`src/rtl/i2c_expander_pkg.sv`:
```
// Shared definitions for the I2C I/O-expander target: register indices,
// register reset values and the protocol FSM state encoding.
package i2c_expander_pkg;

    // Register map (pointer values)
    localparam logic [2:0] REG_IN0  = 3'd0;
    localparam logic [2:0] REG_IN1  = 3'd1;
    localparam logic [2:0] REG_OUT0 = 3'd2;
    localparam logic [2:0] REG_OUT1 = 3'd3;
    localparam logic [2:0] REG_INV0 = 3'd4;
    localparam logic [2:0] REG_INV1 = 3'd5;
    localparam logic [2:0] REG_CFG0 = 3'd6;
    localparam logic [2:0] REG_CFG1 = 3'd7;

    // Register reset values
    localparam logic [7:0] OUT_RST = 8'hFF;
    localparam logic [7:0] INV_RST = 8'h00;
    localparam logic [7:0] CFG_RST = 8'hFF;

    // Protocol FSM states
    typedef enum logic [3:0] {
        ST_IDLE      = 4'd0,
        ST_ADDR      = 4'd1,
        ST_ADDR_ACK  = 4'd2,
        ST_PTR       = 4'd3,
        ST_PTR_ACK   = 4'd4,
        ST_WDATA     = 4'd5,
        ST_WDATA_ACK = 4'd6,
        ST_RDATA     = 4'd7,
        ST_RDATA_ACK = 4'd8,
        ST_IGNORE    = 4'd9
    } state_e;

endpackage

```
`src/rtl/i2c_line_filter.sv`:
```
// Conditions one raw I2C pad input: 2-FF synchronizer followed by a
// stability filter. The filtered level only follows the synchronized line
// after it has held a new value for FILTER_LEN consecutive cycles. Rise and
// fall pulses compare the filtered level with its registered previous value.
module i2c_line_filter #(
    parameter int unsigned FILTER_LEN = 4
) (
    input  logic clk_i,
    input  logic rst_ni,
    input  logic line_i,
    output logic level_o,
    output logic rise_o,
    output logic fall_o
);

    localparam logic [3:0] CNT_MAX = 4'(FILTER_LEN - 1);

    logic       sync1_q, sync2_q;
    logic       level_q, level_d;
    logic       prev_q;
    logic [3:0] cnt_q, cnt_d;

    // Synchronizer, filter state and previous-level register (idle bus is high)
    always_ff @(posedge clk_i or negedge rst_ni) begin
        if (!rst_ni) begin
            sync1_q <= 1'b1;
            sync2_q <= 1'b1;
            level_q <= 1'b1;
            prev_q  <= 1'b1;
            cnt_q   <= 4'd0;
        end else begin
            sync1_q <= line_i;
            sync2_q <= sync1_q;
            level_q <= level_d;
            prev_q  <= level_q;
            cnt_q   <= cnt_d;
        end
    end

    // Count cycles the synchronized line differs from the filtered level;
    // any return to the current level restarts the count
    always_comb begin
        level_d = level_q;
        cnt_d   = 4'd0;
        if (sync2_q != level_q) begin
            if (cnt_q == CNT_MAX) begin
                level_d = sync2_q;
            end else begin
                cnt_d = cnt_q + 4'd1;
            end
        end
    end

    assign level_o = level_q;
    assign rise_o  = level_q & ~prev_q;
    assign fall_o  = ~level_q & prev_q;

endmodule

```
`src/rtl/i2c_expander_target.sv`:
```
// PCA9555-style 16-bit I/O expander exposed as an I2C target at a fixed
// 7-bit address. Open-drain SDA only, no clock stretching. Supports pointer
// write, paired data writes and pointer-then-read with pair auto-increment.
// Handshake: none; I2C framing is the only interface. wr_strobe is a
// one-cycle pulse and wr_index is valid in that same cycle.
module i2c_expander_target
    import i2c_expander_pkg::*;
#(
    parameter logic [6:0]  ADDRESS    = 7'h24,
    parameter int unsigned FILTER_LEN = 4
) (
    input  logic       clk48,
    input  logic       reset_n,
    input  logic       scl_i,
    input  logic       sda_i,
    output logic       sda_oe,
    input  logic [7:0] port0_in,
    input  logic [7:0] port1_in,
    output logic [7:0] port0_out,
    output logic [7:0] port1_out,
    output logic [7:0] port0_cfg,
    output logic [7:0] port1_cfg,
    output logic       busy,
    output logic       wr_strobe,
    output logic [2:0] wr_index,
    output state_e     dbg_state_o
);

    logic scl, scl_rise, scl_fall;
    logic sda, sda_rise, sda_fall;

    i2c_line_filter #(.FILTER_LEN(FILTER_LEN)) u_scl_filter (
        .clk_i (clk48), .rst_ni (reset_n), .line_i (scl_i),
        .level_o (scl), .rise_o (scl_rise), .fall_o (scl_fall)
    );

    i2c_line_filter #(.FILTER_LEN(FILTER_LEN)) u_sda_filter (
        .clk_i (clk48), .rst_ni (reset_n), .line_i (sda_i),
        .level_o (sda), .rise_o (sda_rise), .fall_o (sda_fall)
    );

    state_e     state_q, state_d;
    logic [2:0] bit_cnt_q, bit_cnt_d;
    logic [7:0] shift_q, shift_d;
    logic [2:0] ptr_q, ptr_d;
    logic       half_q, half_d;      // ACK-phase: SCL rise of the ACK clock seen
    logic [7:0] out0_q, out0_d, out1_q, out1_d;
    logic [7:0] inv0_q, inv0_d, inv1_q, inv1_d;
    logic [7:0] cfg0_q, cfg0_d, cfg1_q, cfg1_d;
    logic       sda_oe_q, sda_oe_d;
    logic       busy_q, busy_d;
    logic       wr_strobe_q, wr_strobe_d;
    logic [2:0] wr_index_q, wr_index_d;

    logic       start_det, stop_det, byte_done;
    logic [7:0] rx_byte;
    logic [2:0] ptr_pair;
    logic [7:0] reg_file [8];

    assign start_det = sda_fall & scl;
    assign stop_det  = sda_rise & scl;
    assign rx_byte   = {shift_q[6:0], sda};
    assign byte_done = scl_rise && (bit_cnt_q == 3'd7);
    assign ptr_pair  = {ptr_q[2:1], ~ptr_q[0]};

    // Readable view of the register map; inputs are inverted live pins
    assign reg_file[REG_IN0]  = port0_in ^ inv0_q;
    assign reg_file[REG_IN1]  = port1_in ^ inv1_q;
    assign reg_file[REG_OUT0] = out0_q;
    assign reg_file[REG_OUT1] = out1_q;
    assign reg_file[REG_INV0] = inv0_q;
    assign reg_file[REG_INV1] = inv1_q;
    assign reg_file[REG_CFG0] = cfg0_q;
    assign reg_file[REG_CFG1] = cfg1_q;

    // State and register file update
    always_ff @(posedge clk48 or negedge reset_n) begin
        if (!reset_n) begin
            state_q     <= ST_IDLE;
            bit_cnt_q   <= 3'd0;
            shift_q     <= 8'h00;
            ptr_q       <= 3'd0;
            half_q      <= 1'b0;
            out0_q      <= OUT_RST;
            out1_q      <= OUT_RST;
            inv0_q      <= INV_RST;
            inv1_q      <= INV_RST;
            cfg0_q      <= CFG_RST;
            cfg1_q      <= CFG_RST;
            sda_oe_q    <= 1'b0;
            busy_q      <= 1'b0;
            wr_strobe_q <= 1'b0;
            wr_index_q  <= 3'd0;
        end else begin
            state_q     <= state_d;
            bit_cnt_q   <= bit_cnt_d;
            shift_q     <= shift_d;
            ptr_q       <= ptr_d;
            half_q      <= half_d;
            out0_q      <= out0_d;
            out1_q      <= out1_d;
            inv0_q      <= inv0_d;
            inv1_q      <= inv1_d;
            cfg0_q      <= cfg0_d;
            cfg1_q      <= cfg1_d;
            sda_oe_q    <= sda_oe_d;
            busy_q      <= busy_d;
            wr_strobe_q <= wr_strobe_d;
            wr_index_q  <= wr_index_d;
        end
    end

    // Protocol FSM: START/STOP override everything; bits shift in on SCL
    // rise; SDA drive changes only on the cycle after an SCL fall
    always_comb begin
        state_d     = state_q;
        bit_cnt_d   = bit_cnt_q;
        shift_d     = shift_q;
        ptr_d       = ptr_q;
        half_d      = half_q;
        out0_d      = out0_q;
        out1_d      = out1_q;
        inv0_d      = inv0_q;
        inv1_d      = inv1_q;
        cfg0_d      = cfg0_q;
        cfg1_d      = cfg1_q;
        sda_oe_d    = sda_oe_q;
        busy_d      = busy_q;
        wr_strobe_d = 1'b0;
        wr_index_d  = wr_index_q;

        if (start_det) begin
            state_d   = ST_ADDR;
            bit_cnt_d = 3'd0;
            half_d    = 1'b0;
            sda_oe_d  = 1'b0;
            busy_d    = 1'b0;
        end else if (stop_det) begin
            state_d   = ST_IDLE;
            bit_cnt_d = 3'd0;
            half_d    = 1'b0;
            sda_oe_d  = 1'b0;
            busy_d    = 1'b0;
        end else begin
            unique case (state_q)
                ST_ADDR, ST_PTR, ST_WDATA: begin
                    if (scl_rise) begin
                        shift_d   = rx_byte;
                        bit_cnt_d = bit_cnt_q + 3'd1;
                    end
                    if (byte_done) begin
                        half_d = 1'b0;
                        if (state_q == ST_ADDR) begin
                            if (rx_byte[7:1] == ADDRESS) begin
                                state_d = ST_ADDR_ACK;
                                busy_d  = 1'b1;
                            end else begin
                                state_d = ST_IGNORE;
                            end
                        end else if (state_q == ST_PTR) begin
                            ptr_d   = rx_byte[2:0];
                            state_d = ST_PTR_ACK;
                        end else begin
                            unique case (ptr_q)
                                REG_OUT0: out0_d = rx_byte;
                                REG_OUT1: out1_d = rx_byte;
                                REG_INV0: inv0_d = rx_byte;
                                REG_INV1: inv1_d = rx_byte;
                                REG_CFG0: cfg0_d = rx_byte;
                                REG_CFG1: cfg1_d = rx_byte;
                                default:  ;  // input registers are read-only
                            endcase
                            wr_strobe_d = 1'b1;
                            wr_index_d  = ptr_q;
                            ptr_d       = ptr_pair;
                            state_d     = ST_WDATA_ACK;
                        end
                    end
                end

                ST_ADDR_ACK, ST_PTR_ACK, ST_WDATA_ACK: begin
                    if (scl_rise) begin
                        half_d = 1'b1;
                    end
                    if (scl_fall) begin
                        if (!half_q) begin
                            sda_oe_d = 1'b1;
                        end else begin
                            half_d    = 1'b0;
                            bit_cnt_d = 3'd0;
                            sda_oe_d  = 1'b0;
                            if (state_q == ST_ADDR_ACK && shift_q[0]) begin
                                shift_d  = reg_file[ptr_q];
                                sda_oe_d = ~reg_file[ptr_q][7];
                                state_d  = ST_RDATA;
                            end else if (state_q == ST_ADDR_ACK) begin
                                state_d = ST_PTR;
                            end else begin
                                state_d = ST_WDATA;
                            end
                        end
                    end
                end

                ST_RDATA: begin
                    if (scl_rise) begin
                        bit_cnt_d = bit_cnt_q + 3'd1;
                        if (bit_cnt_q == 3'd7) begin
                            half_d  = 1'b0;
                            state_d = ST_RDATA_ACK;
                        end
                    end
                    if (scl_fall) begin
                        shift_d  = {shift_q[6:0], 1'b0};
                        sda_oe_d = ~shift_q[6];
                    end
                end

                ST_RDATA_ACK: begin
                    if (scl_rise) begin
                        if (sda) begin
                            state_d = ST_IGNORE;
                        end else begin
                            half_d = 1'b1;
                        end
                    end
                    if (scl_fall) begin
                        if (!half_q) begin
                            sda_oe_d = 1'b0;
                        end else begin
                            half_d    = 1'b0;
                            bit_cnt_d = 3'd0;
                            ptr_d     = ptr_pair;
                            shift_d   = reg_file[ptr_pair];
                            sda_oe_d  = ~reg_file[ptr_pair][7];
                            state_d   = ST_RDATA;
                        end
                    end
                end

                default: ;  // IDLE / IGNORE wait for START
            endcase
        end
    end

    assign sda_oe      = sda_oe_q;
    assign busy        = busy_q;
    assign wr_strobe   = wr_strobe_q;
    assign wr_index    = wr_index_q;
    assign port0_out   = out0_q;
    assign port1_out   = out1_q;
    assign port0_cfg   = cfg0_q;
    assign port1_cfg   = cfg1_q;
    assign dbg_state_o = state_q;

endmodule

```
`config.mk`:
```
export PLATFORM = sky130hd
export DESIGN_NAME = i2c_expander_target
export DESIGN_NICKNAME = d
export VERILOG_FILES = /design/src/rtl/i2c_expander_pkg.sv /design/src/rtl/i2c_line_filter.sv /design/src/rtl/i2c_expander_target.sv
export SDC_FILE = /design/constraint.sdc
export NUM_CORES = 1
export LEC_CHECK = 0
export CAP_MARGIN = 5
export CORE_ASPECT_RATIO = 1.2
export CORE_MARGIN = 2
export CORE_UTILIZATION = 45
export CTS_CLUSTER_DIAMETER = 60
export DETAILED_ROUTE_END_ITERATION = 12
export PLACE_DENSITY_LB_ADDON = 0.15
export SLEW_MARGIN = 10
export SYNTH_ARGS = -nofsm -noshare
export SYNTH_HDL_FRONTEND = slang
export SYNTH_SLANG_ARGS = --single-unit
export TNS_END_PERCENT = 20
```
`constraint.sdc`:
```
create_clock -name clk48 -period 2.65 [get_ports clk48]
set_input_delay 0.3975 -clock clk48 [delete_from_list [all_inputs] [get_ports clk48]]
set_output_delay 0.3975 -clock clk48 [all_outputs]
set_load 0.005 [all_outputs]
```
# Word level (Yosys, flattened, before mapping)
# Cells that the tools add are included.
dict set report totals {
  out_inout_bits 42
  regBits 88
  in_bits 20
}
dict set report classes {
  n_bitwise 23
  addsub 3
  eq_ne 39
  muxes 81
  reduce_logical 32
  n_lt_le_gt_ge 2
}
# cell n
set op_table {}
lappend op_table {{$mux 4} 17}
lappend op_table {{$reduce_and 7->1} 8}
lappend op_table {{$mux 7} 7}
lappend op_table {{$bmux 8 s3} 2}
lappend op_table {{$mux 1} 34}
lappend op_table {{$mux 8} 4}
lappend op_table {{$mux 3} 10}
lappend op_table {{$ne 4x4->1 const B} 7}
lappend op_table {{$pmux 7 s4} 1}
lappend op_table {{$ne 2x2->1 const B} 9}
lappend op_table {{$eq 4x2->1 const B} 4}
lappend op_table {{$eq 4x3->1 const B} 4}
lappend op_table {{$pmux 4 s4} 1}
lappend op_table {{$reduce_and 4->1} 4}
lappend op_table {{$xor 8x8->8} 2}
lappend op_table {{$eq 3x3->1 const B} 5}
lappend op_table {{$not 1->1} 13}
lappend op_table {{$ne 4x1->1 const B} 3}
lappend op_table {{$pmux 3 s2} 2}
lappend op_table {{$reduce_and 6->1} 2}
lappend op_table {{$reduce_bool 3->1} 4}
lappend op_table {{$reduce_and 10->1} 1}
lappend op_table {{$add 4x1->4 const B} 2}
lappend op_table {{$ge 4x4->1 const B} 2}
lappend op_table {{other kinds (19)} 32}

# Depth between registers and ports, before layout
dict set report logic_depth {
  ltp_word 11
  ltp_mapped 11
  depth_no_buf 9
}

# Modules after synthesis
# Synthesis repeated with hierarchy kept, for this count alone.
dict set report unflattened {
  cells_unflattened 427
  hier_area_um2 4989.8
}
# mod cells_per_inst area_per_inst_um2 seq_area_each_um2 n_inst
set modules_own_cells {}
lappend modules_own_cells {i2c_expander_target 381 4339.2 1841.8 1}
lappend modules_own_cells {i2c_line_filter 23 325.3 205.2 2}

# Worst setup path after synthesis
# No wires, ideal clock.
dict set report synth_timing {
  path_type {register to register}
  startpoint {register state_q[2], in the netlist dbg_state_o[2]}
  endpoint {register shift_q[1]}
  setup_ns 0.125
  path_buffers 3
  stages_incl_launch_ff 9
  t_arrival_ns 1.996
  synth_period_minus_slack_ns 2.121
  setup_slack_ns 0.529
  t_required_ns 2.525
  cell_sequence {dfrtp_1 buf_6 or4b_1 buf_4 nor2_4 o32a_2 and2_4 buf_6 mux2_4}
}
dict set report synth_via {
  elab_chain_cells 4
  word_cells_on_any_way 21
  cone_classes {eq/ne: 15; mux: 1; reduce/logical: 5}
}
# element line
set synth_rtl {}
lappend synth_rtl {{start: declaration} i2c_expander_target.sv:42} ;# state_e state_q, state_d;
lappend synth_rtl {{start signal: assignment} i2c_expander_target.sv:95} ;# state_q <= state_d;
lappend synth_rtl {{$eq 4x2->1 (tied with other cells)} {i2c_expander_target.sv:145, i2c_expander_target.sv:192}}
lappend synth_rtl {{$reduce_or 3->1 / $logic_and 1x1->1 (equally long branches)} {i2c_expander_target.sv:145, i2c_expander_target.sv:192}}
lappend synth_rtl {{$reduce_bool 4->1 (no source line) / $ne 2x2->1 (equally long branches)} n/a}
lappend synth_rtl {{$reduce_and 10->1 (no source line)} n/a}
lappend synth_rtl {{end signal: assignment} i2c_expander_target.sv:97} ;# shift_q <= shift_d;
lappend synth_rtl {{end: declaration} i2c_expander_target.sv:44} ;# logic [7:0] shift_q, shift_d;
# Several ways; a longest one is shown, not always the timed one.
# A chain may end at the register's enable or synchronous reset.

# Worst setup path after layout
dict set report layout_timing {
  startpoint {register bit_cnt_q[0]}
  endpoint {register out0_q[6], in the netlist port0_out[6]}
}
dict set report layout_via {
  elab_chain_cells 3
}
# element line
set layout_rtl {}
lappend layout_rtl {{start: declaration} i2c_expander_target.sv:43} ;# logic [2:0] bit_cnt_q, bit_cnt_d;
lappend layout_rtl {{start signal: assignment} i2c_expander_target.sv:96} ;# bit_cnt_q <= bit_cnt_d;
lappend layout_rtl {{$eq 3x3->1} i2c_expander_target.sv:63} ;# assign byte_done = scl_rise && (bit_cnt_q == 3'd7);
lappend layout_rtl {{$logic_and 1x1->1} i2c_expander_target.sv:63}
lappend layout_rtl {{$reduce_and 7->1 (no source line)} n/a}
lappend layout_rtl {{end signal: assignment} i2c_expander_target.sv:100} ;# out0_q <= out0_d;
lappend layout_rtl {{end: declaration} i2c_expander_target.sv:47} ;# logic [7:0] out0_q, out0_d, out1_q, out1_d;
# No other way between the ends.

==> metrics.cfg <==
[placement]
dp_hpwl_um = 9720
place_area_um2 = 5870
gp_congestion = 0.864
portBuffers = 61
pre_cts_slack_ns = 0.269

[global_routing]
overflow = 0
grt_pass1_vias = 4073
antenna_found_initial = 0
grt_max_degree = 36
grt_usage = 0.234
grt_pass1_wl_um = 21900

[synth]
syn-num-nets = 474
synth-seq-cells = 88
synth_cell_types = 70
syn_avg_cell_area_um2 = 11.3
synth-edff-count = 0
syn_area_um2 = 5080
yosysWarningCount = 0
seq_area_frac_synth = 0.444
synthesis.instances = 450
ys_async_sr_fraction = 1.00
ys_dominant_reg_cell = dfrtp_1

[clock_network]
worstSkewPairLatency_ns = 0.34
postCtsHoldBufs = 0
root_buffer = clkbuf_16
cts_setup_buffers = 0
cts_tree = done
cts_buffers = 9
clockBufferDepth = 2
htree_num_levels = 3
ctsResizeCount = 0
clkSlewWorstSetupHoldPaths_ns = 0.06
clock-sinks = 88

[timing]
relSlewSlack = 0.458
period_share = 0.909
rsz0062_at_grt = no
skew_ns = 0.00743
slew_violations = 0
hold_viol = 0
tns_ns = 0
worst_slack_ns = 0.240
finalSetupViolCount = 0
fmax_mhz = 415
period_needed_ns = 2.41
worstMarginPinSlew_ns = 0.813
holdWs_ns = 0.0116

[status]
status = finished, final reports clean

[final_layout]
antenna_cells = 0
fillers = 986
layout.nets = 538
syn_to_final_growth_pct = 21.6
finalInstanceArea_um2 = 6170
layout-drive-gt1-share = 0.297
utilization = 0.560

[route]
drtIter0Drc = 305
ant_nets = 0
drt-total-wl_um = 13500
dr_total_vias = 3921
wire_per_inst_um = 20.8
drc = 0
vias_per_cell = 6.02
dr.pass1.iters = 4

[job]
cap_violations = 0

[critical_path]
arrival_ns = 2.68
worstPathRequired_ns = 2.92
cpPeakStageDelay_ns = 0.45
worstSetupStartpointType = flop
worstPathCellList = ha_1, ha_1, nand3b_1, nor2_1, nand4_2, inv_2, and2_1, and3_1, mux2_2
path_max_fanout = 8
crit_top_cell = ha_1
startpoint = bit_cnt_q[0]$_DFFE_PN0P_
r2r-start = bit_cnt_q[0]$_DFFE_PN0P_
critPathKind = reg2reg
crit_path_top_delay_cell = and3_1
worstSetupEndpointType = flop

[die]
ios = 62
rows = 42
die_y_um = 120
core_area_um2 = 11000
start_util = 0.460
die_width_um = 101
die_area_um2 = 12100

[hold_path]
hold_class = in2async

[power]
p_leak_nw = 2.46
vdd_drop_max_mv = 0.406
p_per_area_nw_per_um2 = 734

## synthesized netlist by cell type, drive strengths merged, types with 6 or more instances
cell    instances  share of area
mux2           55           0.12
nor3           10          0.013
o211ai          6         0.0089
and2            6         0.0079
dfrtp          48           0.24
nor2           16          0.015
a21oi          14          0.014
nand3          12          0.015
xnor2          11          0.019
a31oi           8         0.0099
dfstp          40           0.21
o221ai          6          0.010
buf            16          0.020
inv             7         0.0052
clkbuf         14          0.011
o21ai          19          0.019
xor2           11          0.019
mux4            8          0.035
nand2          28          0.021
mux2i          29          0.057
nand2b          8         0.0099
nor2b           6         0.0074
## power by group
| part | internal (mW) | switching (mW) | leakage [nW] |
|---|---|---|---|
| clock network | 0.782 | 0.525 | 0.146 |
| registers | 1.52 | 0.241 | 1.05 |
| logic | 0.640 | 0.818 | 1.26 |
| total | 2.95 | 1.59 | 2.46 |
## path summary, 6_finish.rpt
kind	endpoint	slack (ns)	cells after the start
worst max-delay path	port0_out[6]$_DFFE_PN1P_	0.24	9
worst min-delay path	u_sda_filter.cnt_q[2]$_DFF_PN0_	0.01	1
worst max register to register	port0_out[6]$_DFFE_PN1P_	0.24	9
worst min register to register	u_sda_filter.sync2_q$_DFF_PN1_	0.36	0
max in group asynchronous	port1_cfg[2]$_DFFE_PN1P_	1.96	2
min in group clk48	u_sda_filter.sync2_q$_DFF_PN1_	0.36	0
## critical path, delay by kind of cell (launching register included)
family,cells,cell delay (ns)
fa+ha+maj,2,0.32
buf+inv,1,0.08
simple gates,5,1.19
mux,1,0.39
flops,1,0.36
## cell usage in the layout (no fill, tap or decap), types with 3 or more instances in the layout
cell and count:
o221ai_1 6, clkbuf_16 9, a21oi_1 14, o211ai_1 6
a31oi_1 8, nor3b_1 4, and3_1 5, a211oi_1 4
nand2b_1 8, a221oi_1 3, dfstp_2 40, inv_1 6
ha_1 4, xnor2_1 11, nor3_1 8, mux2i_1 29
dfrtp_1 47, a21o_1 3, o21a_1 3, buf_4 22
nor2_1 14, o22ai_1 4, nand3_1 9, nand3b_1 5
clkdlybuf4s50_1 60, and2_1 5, xor2_1 11, nand2_1 28
mux2_2 52, mux4_2 8, o21ai_0 19, nor2b_1 6
nand3_2 3, a22oi_1 5
## stage by stage
| step | instances | total power [mW] |
|---|---|---|
| 2_1_floorplan | 450 | 2.72 |
| 3_3_place_gp | 635 | 3.21 |
| 3_5_place_dp | 635 | 3.22 |
| 4_1_cts | 651 | 4.53 |
| 5_1_grt | 651 | 4.76 |
| 6_report | 651 | 4.53 |
## state kept, by name, indices dropped and copies added (netlist names), 3 cells and up
signal	count
wr_index	3
u_sda_filter.cnt_q	4
port1_cfg	8
dbg_state_o	4
port1_out	8
u_scl_filter.cnt_q	4
inv1_q	8
inv0_q	8
ptr_q	3
bit_cnt_q	3
port0_cfg	8
shift_q	7
port0_out	8
## cell type report
cell class | count | area, um2 | share of cell area
multi-input cells | 324 | 2640 | 0.427
flip-flops and latches | 88 | 2250 | 0.365
repair buffers | 83 | 786 | 0.127
clock buffers | 13 | 260 | 0.0421
well taps | 132 | 165 | 0.0267
clock inverters | 3 | 42.5 | 0.00689
inverters | 8 | 30.0 | 0.00486
## per-layer routing
metal	GRT usage	vias up	routed length (um)
li1	-	1800	-
met5	0	-	0
met1	0.297	1983	5770
met4	0.106	0	482
met3	0.0347	38	420
met2	0.393	100	6850
## cells by family (layout without fill, tap and decap cells)
logic type	Yosys count	in the layout	synth area share
simple gates	111	111	0.126
flops	88	88	0.444
xor+xnor	22	22	0.0380
fa+ha+maj	4	4	0.00986
buf+inv	38	107	0.0367
compound gates	95	95	0.130
mux	92	92	0.216
Power figures use the tool's default switching activity.
